### config.mk
export PLATFORM = sky130hd
export DESIGN_NAME = adder_operand_collector
export DESIGN_NICKNAME = d
export VERILOG_FILES = /design/src/rtl/tile_pkg.sv /design/src/rtl/operand_slot.sv /design/src/rtl/adder_operand_collector.sv
export SDC_FILE = /design/constraint.sdc
export NUM_CORES = 1
export LEC_CHECK = 0
export ABC_AREA = 1
export BUFFER_PORTS_ARGS = -buffer_cell sky130_fd_sc_hd__buf_2
export CAP_MARGIN = 20
export CORE_MARGIN = 3
export CORE_UTILIZATION = 39
export CTS_CLUSTER_DIAMETER = 60
export DETAILED_ROUTE_END_ITERATION = 8
export GPL_ROUTABILITY_DRIVEN = 0
export PLACE_DENSITY = 0.68
export SLEW_MARGIN = 15
export SYNTH_ARGS = -nofsm -noshare
export SYNTH_HDL_FRONTEND = slang
export SYNTH_HIERARCHICAL = 1
export SYNTH_SLANG_ARGS = --single-unit
### constraint.sdc
create_clock -name clk -period 1.65 [get_ports clk]
set_clock_uncertainty 0.15 [all_clocks]
set_input_delay 0.165 -clock clk [delete_from_list [all_inputs] [get_ports clk]]
set_output_delay 0.165 -clock clk [all_outputs]
set_load 0.05 [all_outputs]
### src/rtl/tile_pkg.sv
// Shared types and defaults for the adder tile.
// Contents:
//   state_t   - operand collector FSM states (COLLECT, FIRE, HOLD)
//   result_t  - {carry, sum} result word at the default width
//   DEFAULT_WIDTH, DEFAULT_ACK_TIMEOUT - default block parameters
package tile_pkg;

  localparam int DEFAULT_WIDTH       = 16;
  localparam int DEFAULT_ACK_TIMEOUT = 4;

  typedef enum logic [1:0] {
    COLLECT = 2'd0,
    FIRE    = 2'd1,
    HOLD    = 2'd2
  } state_t;

  typedef struct packed {
    logic                     carry;
    logic [DEFAULT_WIDTH-1:0] sum;
  } result_t;

endpackage

### src/rtl/operand_slot.sv
// One-entry operand buffer with a full flag.
// Ports:
//   clk, reset        - clock, synchronous active-high reset
//   in_valid/in_data  - upstream offer
//   in_ready          - ~full; a transfer happens on in_valid && in_ready
//   clear             - drops the full flag (operand consumed)
//   full, data        - stored operand
//   capture           - high in the cycle a transfer is accepted
module operand_slot #(
  parameter int W = 16
) (
  input  logic         clk,
  input  logic         reset,
  input  logic         in_valid,
  input  logic [W-1:0] in_data,
  output logic         in_ready,
  input  logic         clear,
  output logic         full,
  output logic [W-1:0] data,
  output logic         capture
);

  logic         full_reg;
  logic [W-1:0] data_reg;

  assign in_ready = ~full_reg;
  assign capture  = in_valid & ~full_reg;
  assign full     = full_reg;
  assign data     = data_reg;

  // clear only hits a full slot and capture only an empty one, so the two
  // never collide on the same edge.
  always_ff @(posedge clk) begin
    if (reset) begin
      full_reg <= 1'b0;
      data_reg <= '0;
    end else if (clear) begin
      full_reg <= 1'b0;
    end else if (capture) begin
      full_reg <= 1'b1;
      data_reg <= in_data;
    end
  end

endmodule

### src/rtl/adder_operand_collector.sv
// Issue stage for the tile's combinational full adder.
// Collects A, B and (when cfg_carry_listen=1) a carry operand over
// valid/ready channels, drives the adder while in FIRE, and registers
// {carry_out, sum} onto the result channel.
// Ports:
//   clk, reset                      - clock, synchronous active-high reset
//   cfg_enable, cfg_carry_listen    - tile enable, carry operand required
//   a_*, b_*, cin_*                 - operand channels (valid/data/ready)
//   add_a, add_b, add_carry_in,
//   add_carry_listen, add_on_off    - adder drive, zero outside FIRE
//   add_c, add_carry_out, add_ack   - adder response
//   res_valid/res_data/res_ready    - result channel, res_data={carry,sum}
//   err                             - sticky ack-timeout flag
//   perf_ops, perf_stall            - saturating counters, only present when
//                                     ADDER_COLLECT_PERF_EN is defined
module adder_operand_collector
  import tile_pkg::*;
#(
  parameter int WIDTH       = DEFAULT_WIDTH,
  parameter int ACK_TIMEOUT = DEFAULT_ACK_TIMEOUT
`ifdef ADDER_COLLECT_PERF_EN
  , parameter int CNT_W     = 16
`endif
) (
  input  logic             clk,
  input  logic             reset,
  input  logic             cfg_enable,
  input  logic             cfg_carry_listen,
  input  logic             a_valid,
  input  logic [WIDTH-1:0] a_data,
  output logic             a_ready,
  input  logic             b_valid,
  input  logic [WIDTH-1:0] b_data,
  output logic             b_ready,
  input  logic             cin_valid,
  input  logic             cin_data,
  output logic             cin_ready,
  output logic [WIDTH-1:0] add_a,
  output logic [WIDTH-1:0] add_b,
  output logic             add_carry_in,
  output logic             add_carry_listen,
  output logic             add_on_off,
  input  logic [WIDTH-1:0] add_c,
  input  logic             add_carry_out,
  input  logic             add_ack,
  output logic             res_valid,
  output logic [WIDTH:0]   res_data,
  input  logic             res_ready,
  output logic             err
`ifdef ADDER_COLLECT_PERF_EN
  , output logic [CNT_W-1:0] perf_ops
  , output logic [CNT_W-1:0] perf_stall
`endif
);

  localparam int WAIT_W = (ACK_TIMEOUT > 1) ? $clog2(ACK_TIMEOUT) : 1;
  localparam logic [WAIT_W-1:0] WAIT_LAST = WAIT_W'(ACK_TIMEOUT - 1);

  state_t            state_reg, state_next;
  logic              listen_reg, listen_next;
  logic [WAIT_W-1:0] wait_reg, wait_next;
  logic [WIDTH:0]    res_reg, res_next;
  logic              err_reg, err_next;
  logic              clr_a, clr_b, clr_cin;

  logic             a_full, b_full, cin_full;
  logic             a_cap, b_cap, cin_cap;
  logic [WIDTH-1:0] a_q, b_q;
  logic             cin_q;

  operand_slot #(.W(WIDTH)) u_slot_a (
    .clk(clk), .reset(reset), .in_valid(a_valid), .in_data(a_data),
    .in_ready(a_ready), .clear(clr_a), .full(a_full), .data(a_q),
    .capture(a_cap)
  );

  operand_slot #(.W(WIDTH)) u_slot_b (
    .clk(clk), .reset(reset), .in_valid(b_valid), .in_data(b_data),
    .in_ready(b_ready), .clear(clr_b), .full(b_full), .data(b_q),
    .capture(b_cap)
  );

  // The carry slot keeps accepting while a listen=0 op is in FIRE; it is
  // not part of that op, so the buffered carry waits for a listen=1 op.
  operand_slot #(.W(1)) u_slot_cin (
    .clk(clk), .reset(reset), .in_valid(cin_valid), .in_data(cin_data),
    .in_ready(cin_ready), .clear(clr_cin), .full(cin_full), .data(cin_q),
    .capture(cin_cap)
  );

  // Count operands arriving on this edge as present so FIRE starts the
  // cycle right after the last operand is accepted.
  logic can_fire;
  always_comb begin
    can_fire = cfg_enable & (a_full | a_cap) & (b_full | b_cap) &
               (~cfg_carry_listen | cin_full | cin_cap);
  end

  always_ff @(posedge clk) begin
    if (reset) begin
      state_reg  <= COLLECT;
      listen_reg <= 1'b0;
      wait_reg   <= '0;
      res_reg    <= '0;
      err_reg    <= 1'b0;
    end else begin
      state_reg  <= state_next;
      listen_reg <= listen_next;
      wait_reg   <= wait_next;
      res_reg    <= res_next;
      err_reg    <= err_next;
    end
  end

  always_comb begin
    state_next  = state_reg;
    listen_next = listen_reg;
    wait_next   = wait_reg;
    res_next    = res_reg;
    err_next    = err_reg;
    clr_a       = 1'b0;
    clr_b       = 1'b0;
    clr_cin     = 1'b0;
    case (state_reg)
      COLLECT: begin
        if (can_fire) begin
          state_next  = FIRE;
          listen_next = cfg_carry_listen;
          wait_next   = '0;
        end
      end
      FIRE: begin
        if (add_ack) begin
          res_next   = {add_carry_out, add_c};
          clr_a      = 1'b1;
          clr_b      = 1'b1;
          clr_cin    = listen_reg;
          state_next = HOLD;
        end else if (wait_reg == WAIT_LAST) begin
          // Give up: drop the operands and report, no result is produced.
          err_next   = 1'b1;
          clr_a      = 1'b1;
          clr_b      = 1'b1;
          clr_cin    = listen_reg;
          state_next = COLLECT;
        end else begin
          wait_next = wait_reg + 1'b1;
        end
      end
      HOLD: begin
        if (res_ready) begin
          if (can_fire) begin
            state_next  = FIRE;
            listen_next = cfg_carry_listen;
            wait_next   = '0;
          end else begin
            state_next = COLLECT;
          end
        end
      end
      default: state_next = COLLECT;
    endcase
  end

  logic firing;
  assign firing           = (state_reg == FIRE);
  assign add_on_off       = firing;
  assign add_a            = firing ? a_q : '0;
  assign add_b            = firing ? b_q : '0;
  assign add_carry_listen = firing & listen_reg;
  assign add_carry_in     = firing & listen_reg & cin_q;
  assign res_valid        = (state_reg == HOLD);
  assign res_data         = res_reg;
  assign err              = err_reg;

`ifdef ADDER_COLLECT_PERF_EN
  logic [CNT_W-1:0] perf_ops_reg, perf_stall_reg;

  always_ff @(posedge clk) begin
    if (reset) begin
      perf_ops_reg   <= '0;
      perf_stall_reg <= '0;
    end else begin
      if (state_reg == HOLD && res_ready && perf_ops_reg != '1)
        perf_ops_reg <= perf_ops_reg + 1'b1;
      if (state_reg == HOLD && !res_ready && perf_stall_reg != '1)
        perf_stall_reg <= perf_stall_reg + 1'b1;
    end
  end

  assign perf_ops   = perf_ops_reg;
  assign perf_stall = perf_stall_reg;
`endif

endmodule

# After elaboration in Yosys (flattened, before gate mapping)
# Cells that the tools add are included.
classes:
  n_addsub: 1
  eq_ne: 8
  muxes: 22
  bitwise_logic: 19
  n_reduce_logical: 13
op_table:
  columns: ["op", "count"]
  rows:
  - ["$mux W16", 2]
  - ["$mux W2", 8]
  - ["$pmux W2 S3", 2]
  - ["$reduce_and A2 Y1", 5]
  - ["$mux W1", 9]
  - ["$and A1 B1 Y1", 8]
  - ["$not A1 Y1", 7]
  - ["$ne A2 B2 Y1 const B", 3]
  - ["$reduce_and A3 Y1", 2]
  - ["$eq A2 B2 Y1 const B", 2]
  - ["$or A1 B1 Y1", 4]
  - ["$reduce_and A4 Y1", 1]
  - ["$reduce_or A2 Y1", 2]
  - ["$ne A3 B2 Y1 const B", 1]
  - ["$reduce_bool A3 Y1", 1]
  - ["$add A2 B1 Y2 const B", 1]
  - ["$eq A2 B1 Y1 const B", 1]
  - ["$logic_not A2 Y1", 1]
  - ["$ne A2 B1 Y1 const B", 1]
  - ["$pmux W1 S2", 1]
  - ["$reduce_bool A2 Y1", 1]
word_totals:
  reg_bits: 59
  in_bits: 59
  out_inout_bits: 57
  elab_cells: 74

# Logic depth before layout (Yosys ltp)
logic_depth:
  word_depth: 9
  depth_mapped: 11

# Hierarchy
# The synthesis kept the hierarchy.
modules_own_cells:
  columns: ["module", "instances", "cells_each", "area_per_inst_um2"]
  rows:
  - ["operand_slot at u_slot_a ...", 2, 108, 719.4]
  - ["adder_operand_collector", 1, 190, 1262.5]
  - ["operand_slot at u_slot_cin", 1, 14, 100.1]

# Least setup slack after synthesis
# No wires, ideal clock.
synth_path:
  path_type: "register to output"
  startpoint: "register state_reg[0]"
  endpoint: "output port add_a[0]"
  arrival_time_ns: 1.424
  setup_slack_ns: -0.089
  path_stages_with_launch: 6
  n_path_buf: 1
  path_cell_list: "dfxtp_1 > inv_2 > nor2_8 > inv_2 > buf_6 > nor2_1"
synth_between:
  elab_chain_len: 2
synth_lines:
  columns: ["item", "line", "text"]
  rows:
  - ["start: declaration", "adder_operand_collector.sv:59", "state_t state_reg, state_next;"]
  - ["start signal: assignment", "adder_operand_collector.sv:107", "state_reg <= state_next;"]
  - ["$eq A2 B1 Y1", "adder_operand_collector.sv:166", "assign firing = (state_reg == FIRE);"]
  - ["$mux W16", "adder_operand_collector.sv:168", "assign add_a = firing ? a_q : '0;"]
  - ["end: declaration", "adder_operand_collector.sv:38", "output logic [WIDTH-1:0] add_a,"]
# No other way between the ends.

# Worst setup path in the final report
layout_path:
  startpoint: "register state_reg[0]"
  endpoint: "output port add_a[2]"
# The elaborated chain is that of the path after synthesis.

==> run metrics <==
max_cap viols 0; failing checks negative setup slack; Hold WC Path Type primary input to flip-flop; Synth Cell Area 2800 um2; Unique masters post-synth 24; drt first pass iters 6; core area between 6000 and 7000 um2; status finished with violations; vias post-DR 3189; Top Ports between 100 and 150; Worst setup EP type output port; Power Density 755 nW/um2; top_reg_cell synth dfxtp_1; async set-or-reset flop fraction in the synthesized netlist 0; initial core utilization 0.408; FF+latch count, synth 59; largest net degree at the start of global routing 21; Skew-Pair Late Insertion Delay around 320 ps; setup ws final -39.0 ps; Area Growth Syn to Fin 71.2%; clock buffer depth 2; Final setup viols 3; dominant cell by count in the synthesized netlist nor2_1; global route overflow 0; Worst Path Required 1330 ps; Vias/cell 4.57; placed instance area 3370 um2; die span in y 90.8 um; CTS buffer count 9; RSZ-0062 raised after global routing yes; synth cell count leaders nor2_1, nand2_1, inv_1; Worst-Margin Slew 514 ps; M1 WL 3760 um; Relative slew margins 0.657; Largest register FFs 17; highest fanout seen on the critical path 17; DRC 0; clk root buf clkbuf_8; Layout Nets 657; WL final 9140 um; Area contributors post-synth dfxtp_1, nor2_1, nand2_1; top layer in use met4; htree depth 3; Tmin final between 1500 and 2000 ps; sequential area share after synthesis 0.422; clk sinks 59; max-slew violation count 0; Slowest cell on crit path dfxtp_2; drt wl/cell 13.1 um; initial antenna violation count 0; clock slew at reported path FFs 60 ps; number of synthesized flops with an enable pin 0; met2 WL about 4800 um; Yosys top cell area share 0.422; share of cells above drive strength 1 0.327; vias in the first global route 3155; area leader, netlist dfxtp_1; syn_nets between 400 and 500; DR WL met3 529 um; # port buffers 115; critical path's most frequent cell buf_6; Syn Inst Count 420; Fillers 497; die width 90.8 um; setup TNS -41.5 ps; fin area ~4800 um2; CTS tree built; Mean Syn Cell Area roughly 6.7 um2; Leak Pwr 2.28 nW; diode count 0; CP Launch Type flip-flop; crit path DAT between 1000 and 1500 ps; DIE AREA roughly 8200 um2; CP max stage delay 330 ps; HPWL after DPL roughly 4600 um; YS warnings 6; GRT Total Usage 0.217; row count 30; Peak VDD IR 0.455 mV; Final ANT Viol Nets 0; Tcrit/Tclk final 1.02; worst path cell trace inv_2 > nor2_8 > buf_6 > inv_12 > nor2_2 > buf_6; Fmax 592 MHz; critical path type flip-flop to output port; first-pass GRT wire length about 15000 um; DR iter-0 viols ~140; Hold Vio Cnt, Final 0
==> critical path, delay by kind of cell (launching register included) <==
| family | cells | cell delay, ps |
|---|---|---|
| buffers and inverters | 4 | 450 |
| flip-flops | 1 | 330 |
| AND/OR/NAND/NOR | 2 | 260 |
==> final timing paths <==
check        slack, ps  cells past startpoint         start               end
max                -40                      6  state_reg[0]          add_a[2]
min                 90                      3       a_valid     u_slot_a/full
max reg2reg         40                     10  state_reg[0]  u_slot_a/data[2]
min reg2reg        310                      2   res_data[4]       res_data[4]
==> per-stage QoR <==
stage,util,instances,setup WS [ps],hold slack (ps),power [W]
2_1_floorplan,-,420,-88.8,79.6,0.00200
3_3_place_gp,0.490,617,27.6,239,0.00211
3_5_place_dp,0.490,617,-7.06,247,0.00213
4_1_cts,0.665,696,-23.4,39.3,0.00358
5_1_grt,0.698,698,-83.5,89.6,0.00381
6_report,0.698,698,-39.0,90.4,0.00362
==> cell type report <==
| type | instances | area, um2 | area share |
|---|---|---|---|
| multi-input cells | 262 | 1460 | 0.304 |
| clock buffers | 15 | 186 | 0.0389 |
| clock inverters | 1 | 5.00 | 0.00104 |
| flip-flops and latches | 59 | 1180 | 0.247 |
| repair inverters | 1 | 20.0 | 0.00417 |
| repair buffers | 178 | 1480 | 0.308 |
| inverters | 86 | 343 | 0.0715 |
| well taps | 96 | 120 | 0.0250 |
==> kinds of logic after synthesis <==
family,after synthesis,synth area share
AO/OA/AOI/OAI,28,0.0549
adder cells (fa/ha/maj),1,0.00447
buffers and inverters,105,0.175
flip-flops,59,0.422
AND/OR/NAND/NOR,227,0.344
==> layout by cell type, fill, tap and decap left out, types with 8 or more instances in the layout <==
cell type and count:
nand2_1 90, buf_2 80, inv_1 78, nor2_1 75, dfxtp_1 57, dlygate4sd3_1 54
nor2_4 27, buf_6 25, a21oi_1 23, nand3_1 18, clkbuf_8 13, buf_8 10
nand3_4 8
==> layer usage <==
layer / GRT usage / up-vias
met5: 0 / -
met4: 0.0791 / 0
met3: 0.0400 / 9
met2: 0.382 / 124
met1: 0.261 / 1460
li1: - / 1596
==> repair_timing <==
item | CTS | global route
setup buffers | 4 | 0
pin swaps | 3 | 0
hold buffers | 54 | 0
endpoints found under the setup margin | 40 | 67
cloned | 5 | 2
hold endpoints to repair | 56 | 0
gates resized for setup | 124 | 45
==> power by group <==
| part | internal (W) | switching (W) | leakage [nW] |
|---|---|---|---|
| Sequential | 0.00151 | 0.0000463 | 0.485 |
| Clock | 0.000709 | 0.000532 | 0.0997 |
| Combinational | 0.000322 | 0.000499 | 1.69 |
Power figures use the tool's default switching activity.
